--- src/rtl/fp16_pkg.sv ---
// Shared definitions for the half-precision add/sub sequencer: field widths,
// special encodings, FSM state codes and FLAGS bit positions.
package fp16_pkg;

  localparam int EXP_W   = 5;
  localparam int FRAC_W  = 10;
  localparam int XMANT_W = FRAC_W + 4;
  localparam int BIAS    = 15;

  // Smallest biased exponent that no longer encodes a finite value.
  localparam logic [EXP_W:0] EXP_OVF = 6'(2 * BIAS + 1);

  localparam logic [15:0] QNAN = 16'h7E00;

  localparam logic [2:0] S_IDLE   = 3'd0;
  localparam logic [2:0] S_UNPACK = 3'd1;
  localparam logic [2:0] S_ALIGN  = 3'd2;
  localparam logic [2:0] S_ADD    = 3'd3;
  localparam logic [2:0] S_NORM   = 3'd4;
  localparam logic [2:0] S_ROUND  = 3'd5;
  localparam logic [2:0] S_DONE   = 3'd6;

  localparam int F_INVALID = 4;
  localparam int F_ZERO    = 3;
  localparam int F_UF      = 2;
  localparam int F_OF      = 1;
  localparam int F_INEXACT = 0;

  // Subnormals are recognisable downstream by a clear hidden bit on a non-zero value.
  typedef struct packed {
    logic is_nan;
    logic is_inf;
    logic is_zero;
  } fp_class_t;

endpackage

--- src/rtl/fp16_unpack.sv ---
// Combinational fp16 operand unpack: sign, class, effective exponent and the
// extended mantissa {hidden, frac, G, R, S}.
module fp16_unpack
  import fp16_pkg::*;
(
  input  logic [15:0]        op,
  output logic               sign,
  output fp_class_t          cls,
  output logic [EXP_W-1:0]   exp,
  output logic [XMANT_W-1:0] xmant
);

  logic [EXP_W-1:0]  e;
  logic [FRAC_W-1:0] f;
  logic              e_zero;
  logic              e_max;

  assign e      = op[14:10];
  assign f      = op[9:0];
  assign e_zero = (e == '0);
  assign e_max  = (e == '1);

  always_comb begin
    sign        = op[15];
    cls.is_zero = e_zero & (f == '0);
    cls.is_inf  = e_max & (f == '0);
    cls.is_nan  = e_max & (f != '0);
    // Subnormals share the scale of exponent 1, they just lack the hidden bit.
    exp         = e_zero ? 5'd1 : e;
    xmant       = {~e_zero, f, 3'b000};
  end

endmodule

--- src/rtl/fp16_add_seq.sv ---
// Multi-cycle fp16 add/sub: unpack, iterative align with sticky, add,
// iterative normalize and round-to-nearest-even behind valid/ready handshakes.
module fp16_add_seq
  import fp16_pkg::*;
#(
  parameter int ALIGN_FAST = 14
) (
  input  logic        CLK,
  input  logic        RST_N,
  input  logic        IN_VALID,
  output logic        IN_READY,
  input  logic [15:0] IN_A,
  input  logic [15:0] IN_B,
  input  logic        IN_SUB,
  output logic        OUT_VALID,
  input  logic        OUT_READY,
  output logic [15:0] Q,
  output logic [4:0]  FLAGS
);

  localparam logic [EXP_W-1:0] AF = EXP_W'(ALIGN_FAST);

  logic [2:0]         state, state_nxt;
  logic               idle_q;
  logic               accept;
  logic [15:0]        a_raw, b_raw, b_eff;
  logic               sub_r;
  logic               sa, sb;
  fp_class_t          ca, cb;
  logic [EXP_W-1:0]   ea, eb;
  logic [XMANT_W-1:0] xa, xb;
  logic               swap;
  logic               lg_sign;
  logic [EXP_W-1:0]   lg_exp, sm_exp;
  logic [XMANT_W-1:0] lg_xm, sm_xm;
  logic               nan_res, is_special;
  logic [15:0]        special_q;
  logic [4:0]         special_f;
  logic               sign_r, eff_sub_r, negz_r;
  logic [EXP_W:0]     exp_r;
  logic [EXP_W-1:0]   d_r;
  logic [XMANT_W-1:0] ma_r, mb_r;
  logic [XMANT_W:0]   nm_r, sum;
  logic               align_done, norm_shift, norm_last;
  logic [20:0]        rnd;
  logic [15:0]        q_r;
  logic [4:0]         flags_r;

  // Round-to-nearest-even and final packing; returns {flags, q}.
  function automatic logic [20:0] round_pack(input logic [XMANT_W-1:0] nm,
                                             input logic [EXP_W:0]     e,
                                             input logic               sign,
                                             input logic               neg_zero);
    logic [FRAC_W:0]   m;
    logic              g, r, s, inexact, inc;
    logic [FRAC_W+1:0] mr;
    logic [EXP_W:0]    e_out;
    logic [4:0]        fl;
    logic [15:0]       q;
    m       = nm[XMANT_W-1:3];
    g       = nm[2];
    r       = nm[1];
    s       = nm[0];
    inexact = g | r | s;
    inc     = g & (r | s | m[0]);
    mr      = {1'b0, m} + {{(FRAC_W + 1){1'b0}}, inc};
    e_out   = mr[FRAC_W+1] ? e + 6'd1 : e;
    fl      = '0;
    if (nm == '0) begin
      q           = {neg_zero, 15'h0000};
      fl[F_ZERO]  = 1'b1;
    end else if (e_out >= EXP_OVF) begin
      q             = {sign, {EXP_W{1'b1}}, {FRAC_W{1'b0}}};
      fl[F_OF]      = 1'b1;
      fl[F_INEXACT] = 1'b1;
    end else begin
      q = {sign,
           (mr[FRAC_W+1] | mr[FRAC_W]) ? e_out[EXP_W-1:0] : {EXP_W{1'b0}},
           mr[FRAC_W+1] ? {FRAC_W{1'b0}} : mr[FRAC_W-1:0]};
      fl[F_INEXACT] = inexact;
      fl[F_UF]      = inexact & ~nm[XMANT_W-1];
    end
    return {fl, q};
  endfunction

  assign accept = IN_VALID & idle_q;
  assign b_eff  = {b_raw[15] ^ sub_r, b_raw[14:0]};

  fp16_unpack u_unpack_a (.op(a_raw), .sign(sa), .cls(ca), .exp(ea), .xmant(xa));
  fp16_unpack u_unpack_b (.op(b_eff), .sign(sb), .cls(cb), .exp(eb), .xmant(xb));

  always_comb begin
    swap       = (b_eff[14:0] > a_raw[14:0]);
    lg_sign    = swap ? sb : sa;
    lg_exp     = swap ? eb : ea;
    sm_exp     = swap ? ea : eb;
    lg_xm      = swap ? xb : xa;
    sm_xm      = swap ? xa : xb;
    nan_res    = ca.is_nan | cb.is_nan | (ca.is_inf & cb.is_inf & (sa ^ sb));
    is_special = ca.is_nan | cb.is_nan | ca.is_inf | cb.is_inf;
    special_q  = nan_res ? QNAN : {ca.is_inf ? sa : sb, {EXP_W{1'b1}}, {FRAC_W{1'b0}}};
    special_f  = '0;
    special_f[F_INVALID] = nan_res;
  end

  always_comb begin
    sum = eff_sub_r ? ({1'b0, ma_r} - {1'b0, mb_r}) : ({1'b0, ma_r} + {1'b0, mb_r});
    align_done = (d_r <= 5'd1) | (d_r >= AF);
    norm_shift = ~nm_r[XMANT_W] & ~nm_r[XMANT_W-1] & (|nm_r) & (exp_r > 6'd1);
    norm_last  = nm_r[XMANT_W-2] | (exp_r == 6'd2);
    rnd        = round_pack(nm_r[XMANT_W-1:0], exp_r, sign_r, negz_r);
  end

  always_comb begin
    state_nxt = state;
    case (state)
      S_IDLE:   if (accept) state_nxt = S_UNPACK;
      S_UNPACK: state_nxt = is_special ? S_DONE : S_ALIGN;
      S_ALIGN:  if (align_done) state_nxt = S_ADD;
      S_ADD:    state_nxt = S_NORM;
      S_NORM:   state_nxt = (norm_shift && !norm_last) ? S_NORM : S_ROUND;
      S_ROUND:  state_nxt = S_DONE;
      S_DONE:   if (OUT_READY) state_nxt = S_IDLE;
      default:  state_nxt = S_IDLE;
    endcase
  end

  // Control and result registers
  always_ff @(posedge CLK or negedge RST_N) begin
    if (!RST_N) begin
      state   <= S_IDLE;
      idle_q  <= 1'b0;
      q_r     <= '0;
      flags_r <= '0;
    end else begin
      state  <= state_nxt;
      idle_q <= (state_nxt == S_IDLE);
      if (state == S_UNPACK && is_special) begin
        q_r     <= special_q;
        flags_r <= special_f;
      end else if (state == S_ROUND) begin
        q_r     <= rnd[15:0];
        flags_r <= rnd[20:16];
      end
    end
  end

  // Datapath registers
  always_ff @(posedge CLK) begin
    if (accept) begin
      a_raw <= IN_A;
      b_raw <= IN_B;
      sub_r <= IN_SUB;
    end
    case (state)
      S_UNPACK: begin
        sign_r    <= lg_sign;
        eff_sub_r <= sa ^ sb;
        negz_r    <= ca.is_zero & cb.is_zero & sa & sb;
        exp_r     <= {1'b0, lg_exp};
        d_r       <= lg_exp - sm_exp;
        ma_r      <= lg_xm;
        mb_r      <= sm_xm;
      end
      S_ALIGN: begin
        if (d_r >= AF) begin
          mb_r <= {{(XMANT_W - 1){1'b0}}, |mb_r};
          d_r  <= '0;
        end else if (d_r != '0) begin
          mb_r <= {1'b0, mb_r[XMANT_W-1:2], |mb_r[1:0]};
          d_r  <= d_r - 5'd1;
        end
      end
      S_ADD: nm_r <= sum;
      S_NORM: begin
        if (nm_r[XMANT_W]) begin
          nm_r  <= {1'b0, nm_r[XMANT_W:2], |nm_r[1:0]};
          exp_r <= exp_r + 6'd1;
        end else if (norm_shift) begin
          nm_r  <= {nm_r[XMANT_W-1:0], 1'b0};
          exp_r <= exp_r - 6'd1;
        end
      end
      default: ;
    endcase
  end

  assign IN_READY  = idle_q;
  assign OUT_VALID = (state == S_DONE);
  assign Q         = q_r;
  assign FLAGS     = flags_r;

endmodule

--- config.mk ---
export PLATFORM = sky130hd
export DESIGN_NAME = fp16_add_seq
export DESIGN_NICKNAME = d
export VERILOG_FILES = /design/src/rtl/fp16_pkg.sv /design/src/rtl/fp16_unpack.sv /design/src/rtl/fp16_add_seq.sv
export SDC_FILE = /design/constraint.sdc
export NUM_CORES = 1
export LEC_CHECK = 0
export CORE_MARGIN = 1.5
export CORE_UTILIZATION = 25
export DETAILED_ROUTE_END_ITERATION = 8
export PLACE_DENSITY_LB_ADDON = 0.12
export SYNTH_ARGS = -nofsm -noshare
export SYNTH_HDL_FRONTEND = slang
export SYNTH_HIERARCHICAL = 1
export SYNTH_SLANG_ARGS = --single-unit
--- constraint.sdc ---
create_clock -name CLK -period 10.1 [get_ports CLK]
set_clock_uncertainty 0.05 [all_clocks]
set_input_delay 1.515 -clock CLK [delete_from_list [all_inputs] [get_ports CLK]]
set_output_delay 1.515 -clock CLK [all_outputs]
set_load 0.05 [all_outputs]
# Word level (Yosys, flattened, before mapping)
# Index checks and enable logic that the tools add are counted.
# classes
n_mul	0
bitwise	34
n_reduce_logical	24
muxes	42
div_mod_pow	0
n_shift	0
n_eq_ne	11
order_cmp	5
addsub	7
# ops
cell	n
2-to-1 mux 16 bit	4
2-to-1 mux 15 bit	4
2-to-1 mux 14 bit	4
2-to-1 mux 5 bit	9
case mux 15 bit (2 select lines)	1
case mux 14 bit (2 select lines)	1
case mux 3 bit (7 select lines)	1
logical NOT 10 bit	2
nonzero test 10 bit	2
2-to-1 mux 6 bit	3
AND 1 bit	17
adder 14 x 14 -> 15 bit	1
> comparator 15 bit	1
2-to-1 mux 3 bit	5
OR reduction 15 bit	1
subtractor 14 x 14 -> 15 bit	1
logical NOT 14 bit	1
OR reduction 14 bit	1
adder 11 x 1 -> 12 bit	1
case mux 6 bit (2 select lines)	1
bitwise OR 1 bit	11
== test 5 bit (second input constant)	2
logical NOT 5 bit	2
2-to-1 mux 10 bit	1
other kinds (24)	46
# totals
memories	0
out_inout_bits	23
ram_bits	0
elab_cells	139
rom_bits	0
latchBits	0
in_bits	37
register_bits	115

# Longest topological paths before layout
# depth
depth_word	10
depth_mapped	17
depth_no_buf	15

# Modules after synthesis
# The synthesis kept the hierarchy.
# by_module_without_submodules
mod	seq_area_each_um2	instances	cells_each	area_each_um2
fp16_add_seq	3328.2	1	689	7171.9
fp16_unpack	0.0	2	32	201.4

# Least setup slack after synthesis
# OpenSTA, ideal clock, no wires.
# synth_path
path_kind	register -> register
startpoint	register b_raw[14]
endpoint	register d_r[4] (data pin)
stages_incl_launch_ff	17
path_buffers	2
setup_ps	281
period_less_slack_ps	3544
required_ps	9769
arrival_ps	3213
path_slack_ps	6556
path_cell_list	edfxtp_1 ha_1 nand4_1 nor3_1 o31a_1 o21a_1 buf_2 buf_2 o21a_1 ha_1 inv_1 a21oi_1 o22ai_1 maj3_1 mux2i_1 xnor2_1 o21ai_0
# synth_between
elab_chain_cells	5
# synth_lines
element	line	text
from (decl)	fp16_add_seq.sv:26	logic [15:0] a_raw, b_raw, b_eff;
from (signal assigned)	fp16_add_seq.sv:152	b_raw <= IN_B;
parallel branches: the longest is 3 deep, another holds > comparator 15 bit	n/a	
subtractor 5 bit *	fp16_add_seq.sv:161	d_r <= lg_exp - sm_exp;
case mux 5 bit (2 select lines) *	fp16_add_seq.sv:155	case (state)
to (signal assigned)	fp16_add_seq.sv:161	
to (signal assigned)	fp16_add_seq.sv:171	d_r <= d_r - 5'd1;
to (decl)	fp16_add_seq.sv:41	logic [EXP_W-1:0] d_r;
# Every way passes the cells marked *.
# A chain may end at the register's enable or synchronous reset.

# Worst setup path in the final report
# layout_path
startpoint	register a_raw[12]
endpoint	register d_r[4] (data pin)
# layout_between
elab_chain_cells	5
# layout_lines
element	line	text
from (decl)	fp16_add_seq.sv:26	
from (signal assigned)	fp16_add_seq.sv:151	a_raw <= IN_A;
parallel branches: the longest is 3 deep, another holds > comparator 15 bit	n/a	
subtractor 5 bit *	fp16_add_seq.sv:161	
case mux 5 bit (2 select lines) *	fp16_add_seq.sv:155	
# Marked as above.

==> insert_results.sql <==
INSERT INTO impl_metrics (metric_group, metric, value, unit) VALUES
('sta', 'worst_slew_margin_rel', '0.267', ''),
('sta', 'final_min_period_over_clock_period', '0.391', ''),
('clock_network', 'post_cts.resized_instances', '0', ''),
('global_route', 'grt.overflow.total', '0', ''),
('yosys', 'synth_top_family_by_area', 'simple AND/OR/NAND/NOR gates', ''),
('setup_path', 'timing.critical_path.slowest_cell_delay', '0.53', 'ns'),
('setup_path', 'critical_path_required', '10.17', 'ns'),
('finish', 'final_nets', '855', ''),
('floorplan', 'floorplan.die.height', '177', 'µm'),
('finish', 'mostFrequentLayoutCell', 'edfxtp_1', ''),
('yosys', 'synth_flop_cell', 'edfxtp_1', ''),
('pwr', 'maximum_ir_drop_on_the_vdd_rail', '119', 'µV'),
('pwr', 'power_density', '329', 'nW/µm²'),
('floorplan', 'floorplan.initialDensity', '0.255', ''),
('yosys', 'number_of_enable_flip_flop_cells_after_synthesis', '90', ''),
('setup_path', 'criticalPathCategory', 'flip-flop to flip-flop', ''),
('floorplan', 'die_width', '177', 'µm'),
('yosys', 'synth_adder_area_share', '0.0700', ''),
('worst_hold_path', 'hold-path-cell-count', '1', ''),
('yosys', 'synth_top_cell_area_share', '0.357', ''),
('setup_path', 'critical_path_peak_fanout', '42', ''),
('clock_network', 'insertion_delay', '0.42', 'ns'),
('clock_network', 'path_clk_slew', '0.06', 'ns'),
('setup_path', 'critPathSlowestCell', 'edfxtp_1', ''),
('yosys', 'synth_largest_area_cell', 'edfxtp_1', ''),
('setup_path', 'endpoint_kind', 'flip-flop', ''),
('global_route', 'grt_start_max_net_pins', '43', ''),
('yosys', 'synth_xor_area_frac', '0.0543', ''),
('worst_hold_path', 'hold_path_class', 'flip-flop to flip-flop', ''),
('finish', 'area.growth.synth_to_final', '17.1', '%'),
('yosys', 'synth.area.mux_share', '0.0598', ''),
('route', 'post_drt_via_cell_ratio', '4.52', ''),
('route', 'drt_iter0_markers', '296', ''),
('setup_path', 'path_delay_family', 'adder cells', ''),
('setup_path', 'r2r_cells', '16', ''),
('setup_path', 'cp.arrival', '4.02', 'ns'),
('floorplan', 'core_region_area', '29700', 'µm²'),
('flow_run', 'maxCapViolations', '0', ''),
('floorplan', 'design.die.area', '31400', 'µm²'),
('setup_path', 'path_cells', 'inv_1 -> ha_1 -> nand4_1 -> nor3_1 -> o31a_1 -> o21a_2 -> buf_4 -> o21a_1 -> ha_1 -> inv_1 -> a21oi_1 -> o22ai_1 -> maj3_1 -> mux2i_1 -> xnor2_1 -> o21ai_0', ''),
('finish', 'most_frequent_cells_in_the_layout', 'edfxtp_1, nand2_1, clkdlybuf4s50_1', ''),
('status', 'status', 'finished clean', ''),
('yosys', 'number_of_flip_flops_and_latches_in_the_synthesized_netlist', '115', ''),
('route', 'finalWirelength', '17800', 'µm'),
('sta', 'maxClockFrequency', '253', 'MHz'),
('sta', 'hold_viol_final', '0', ''),
('clock_network', 'cts_hold_repair.buffers', '0', ''),
('clock_network', 'post_cts_buffers', '0', ''),
('placement', 'routabilityCongestion', '0.748', ''),
('setup_path', 'sum_of_buffers_and_inverters_on_the_critical_path', '3', ''),
('global_route', 'first_pass_grt_wire_length', '29000', 'µm'),
('yosys', 'syn-cell-area', '7570', 'µm²'),
('yosys', 'syn_avg_cell_area', '10.1', 'µm²'),
('floorplan', 'ioPinCount', '60', ''),
('clock_network', 'cts_tree', 'built', ''),
('yosys', 'synth_simple_gate_area_frac', '0.164', ''),
('yosys', 'synth_compound_area_frac', '0.138', ''),
('sta', 'grt_setup_unrepaired', 'false', ''),
('clock_network', 'cts_made_buffers', '17', ''),
('sta', 'final-setup-viol-count', '0', ''),
('finish', 'antenna_diode_count', '0', ''),
('placement', 'hpwl_detailed', '13400', 'µm'),
('global_route', 'grt_antenna_before_repair', '0', ''),
('yosys', 'synth_cell_type_count', '75', ''),
('finish', 'layout-drive-gt1-share', '0.106', ''),
('sta', 'worst_slew_pin_slew', '1.10', 'ns'),
('route', 'average_wire_length_per_cell_after_detail_routing', '15.1', 'µm'),
('sta', 'fin_setup_tns', '0', 'ns'),
('sta', 'finalMaxSlewViolations', '0', ''),
('floorplan', 'core.rowCount', '63', ''),
('clock_network', 'cts.htree.levels', '4', '');
[state kept, by name, summed over array words and instances (netlist names), 3 cells and up]
name / flops
FLAGS: 5
Q: 16
a_raw: 16
b_raw: 16
d_r: 5
exp_r: 6
ma_r: 14
mb_r: 14
nm_r: 15
state: 3
[Yosys cell counts, types with 4 or more instances]
cell and count:
edfxtp_1 90, nand2_1 70, nor2_1 50, a21oi_1 44, o21ai_0 43, ha_1 40, inv_1 37, xnor2_1 34
buf_4 29, nor3_1 27, dfrtp_1 25, mux2i_1 25, clkbuf_1 24, mux2_2 18, nand3_1 17, xor2_1 13
nand2b_1 11, o211ai_1 11, a221oi_1 10, nor2b_1 9, o21a_1 7, nor3b_1 6, nor4_1 6, o31ai_1 6
nand3b_1 5, o21ai_2 5, and3_1 4, and3_2 4, buf_2 4, nand4_1 4, nor4_2 4, or3_1 4
[path summary, 6_finish.rpt]
kind                            from  endpoint  slack (ns)
min in group asynchronous      RST_N     Q[13]        1.43
max reg2reg                a_raw[12]    d_r[4]        6.15
max                        a_raw[12]    d_r[4]        6.15
min reg2reg                 FLAGS[1]  FLAGS[1]        0.43
min                         FLAGS[1]  FLAGS[1]        0.43
max in group asynchronous      RST_N  FLAGS[1]        8.31
[per-stage QoR]
step	hold slack (ns)	instance area [µm²]	worst slack [ns]	cells	power (mW)
3_5_place_dp	0.417	8310	6.13	1148	2.37
4_1_cts	0.431	8870	6.10	1180	2.96
3_3_place_gp	0.412	8310	6.20	1148	2.37
6_report	0.426	8870	6.15	1180	2.92
2_1_floorplan	0.491	7590	6.56	757	2.02
5_1_grt	0.449	8870	5.80	1180	3.16
[metal layers]
metal / vias to the layer above / share of wire / global-route usage
met5: - / 0 / 0
li1: 2755 / - / -
met4: 0 / 0.0062 / 0.0339
met2: 95 / 0.43 / 0.182
met3: 5 / 0.025 / 0.0245
met1: 2479 / 0.54 / 0.170
[cells by family after synthesis]
| kind of cell | after synthesis |
|---|---|
| and+or+nand+nor | 240 |
| xor gates and xnor gates | 47 |
| adders and majority gates | 42 |
| other | 2 |
| AOI/OAI and AO/OA | 162 |
| buffers and inverters | 102 |
| DFF | 115 |
| muxes | 43 |
[worst reg2reg max path, delay by kind of cell (launching register included)]
kind                       cells  cell delay (ns)
AOI/OAI and AO/OA              6             0.85
xor gates and xnor gates       1             0.13
adders and majority gates      3             0.89
buffers and inverters          3             0.64
DFF                            1             0.53
muxes                          1             0.16
and+or+nand+nor                2             0.41
[report_power, final]
| group | internal [mW] | total [mW] | switching (mW) |
|---|---|---|---|
| registers | 0.774 | 0.985 | 0.211 |
| logic | 0.566 | 1.36 | 0.793 |
| clock network | 0.341 | 0.573 | 0.232 |
| total | 1.68 | 2.92 | 1.24 |
[final cells by class]
class / instances / area [µm²]
clock buffers: 18 / 429
repair buffers: 65 / 636
fillers: 3097 / 20900
flip-flops and latches: 115 / 3330
well taps: 390 / 488
inverters: 38 / 143
clock inverters: 14 / 131
multi-input cells: 540 / 3710
(Power assumes the default switching activity.)
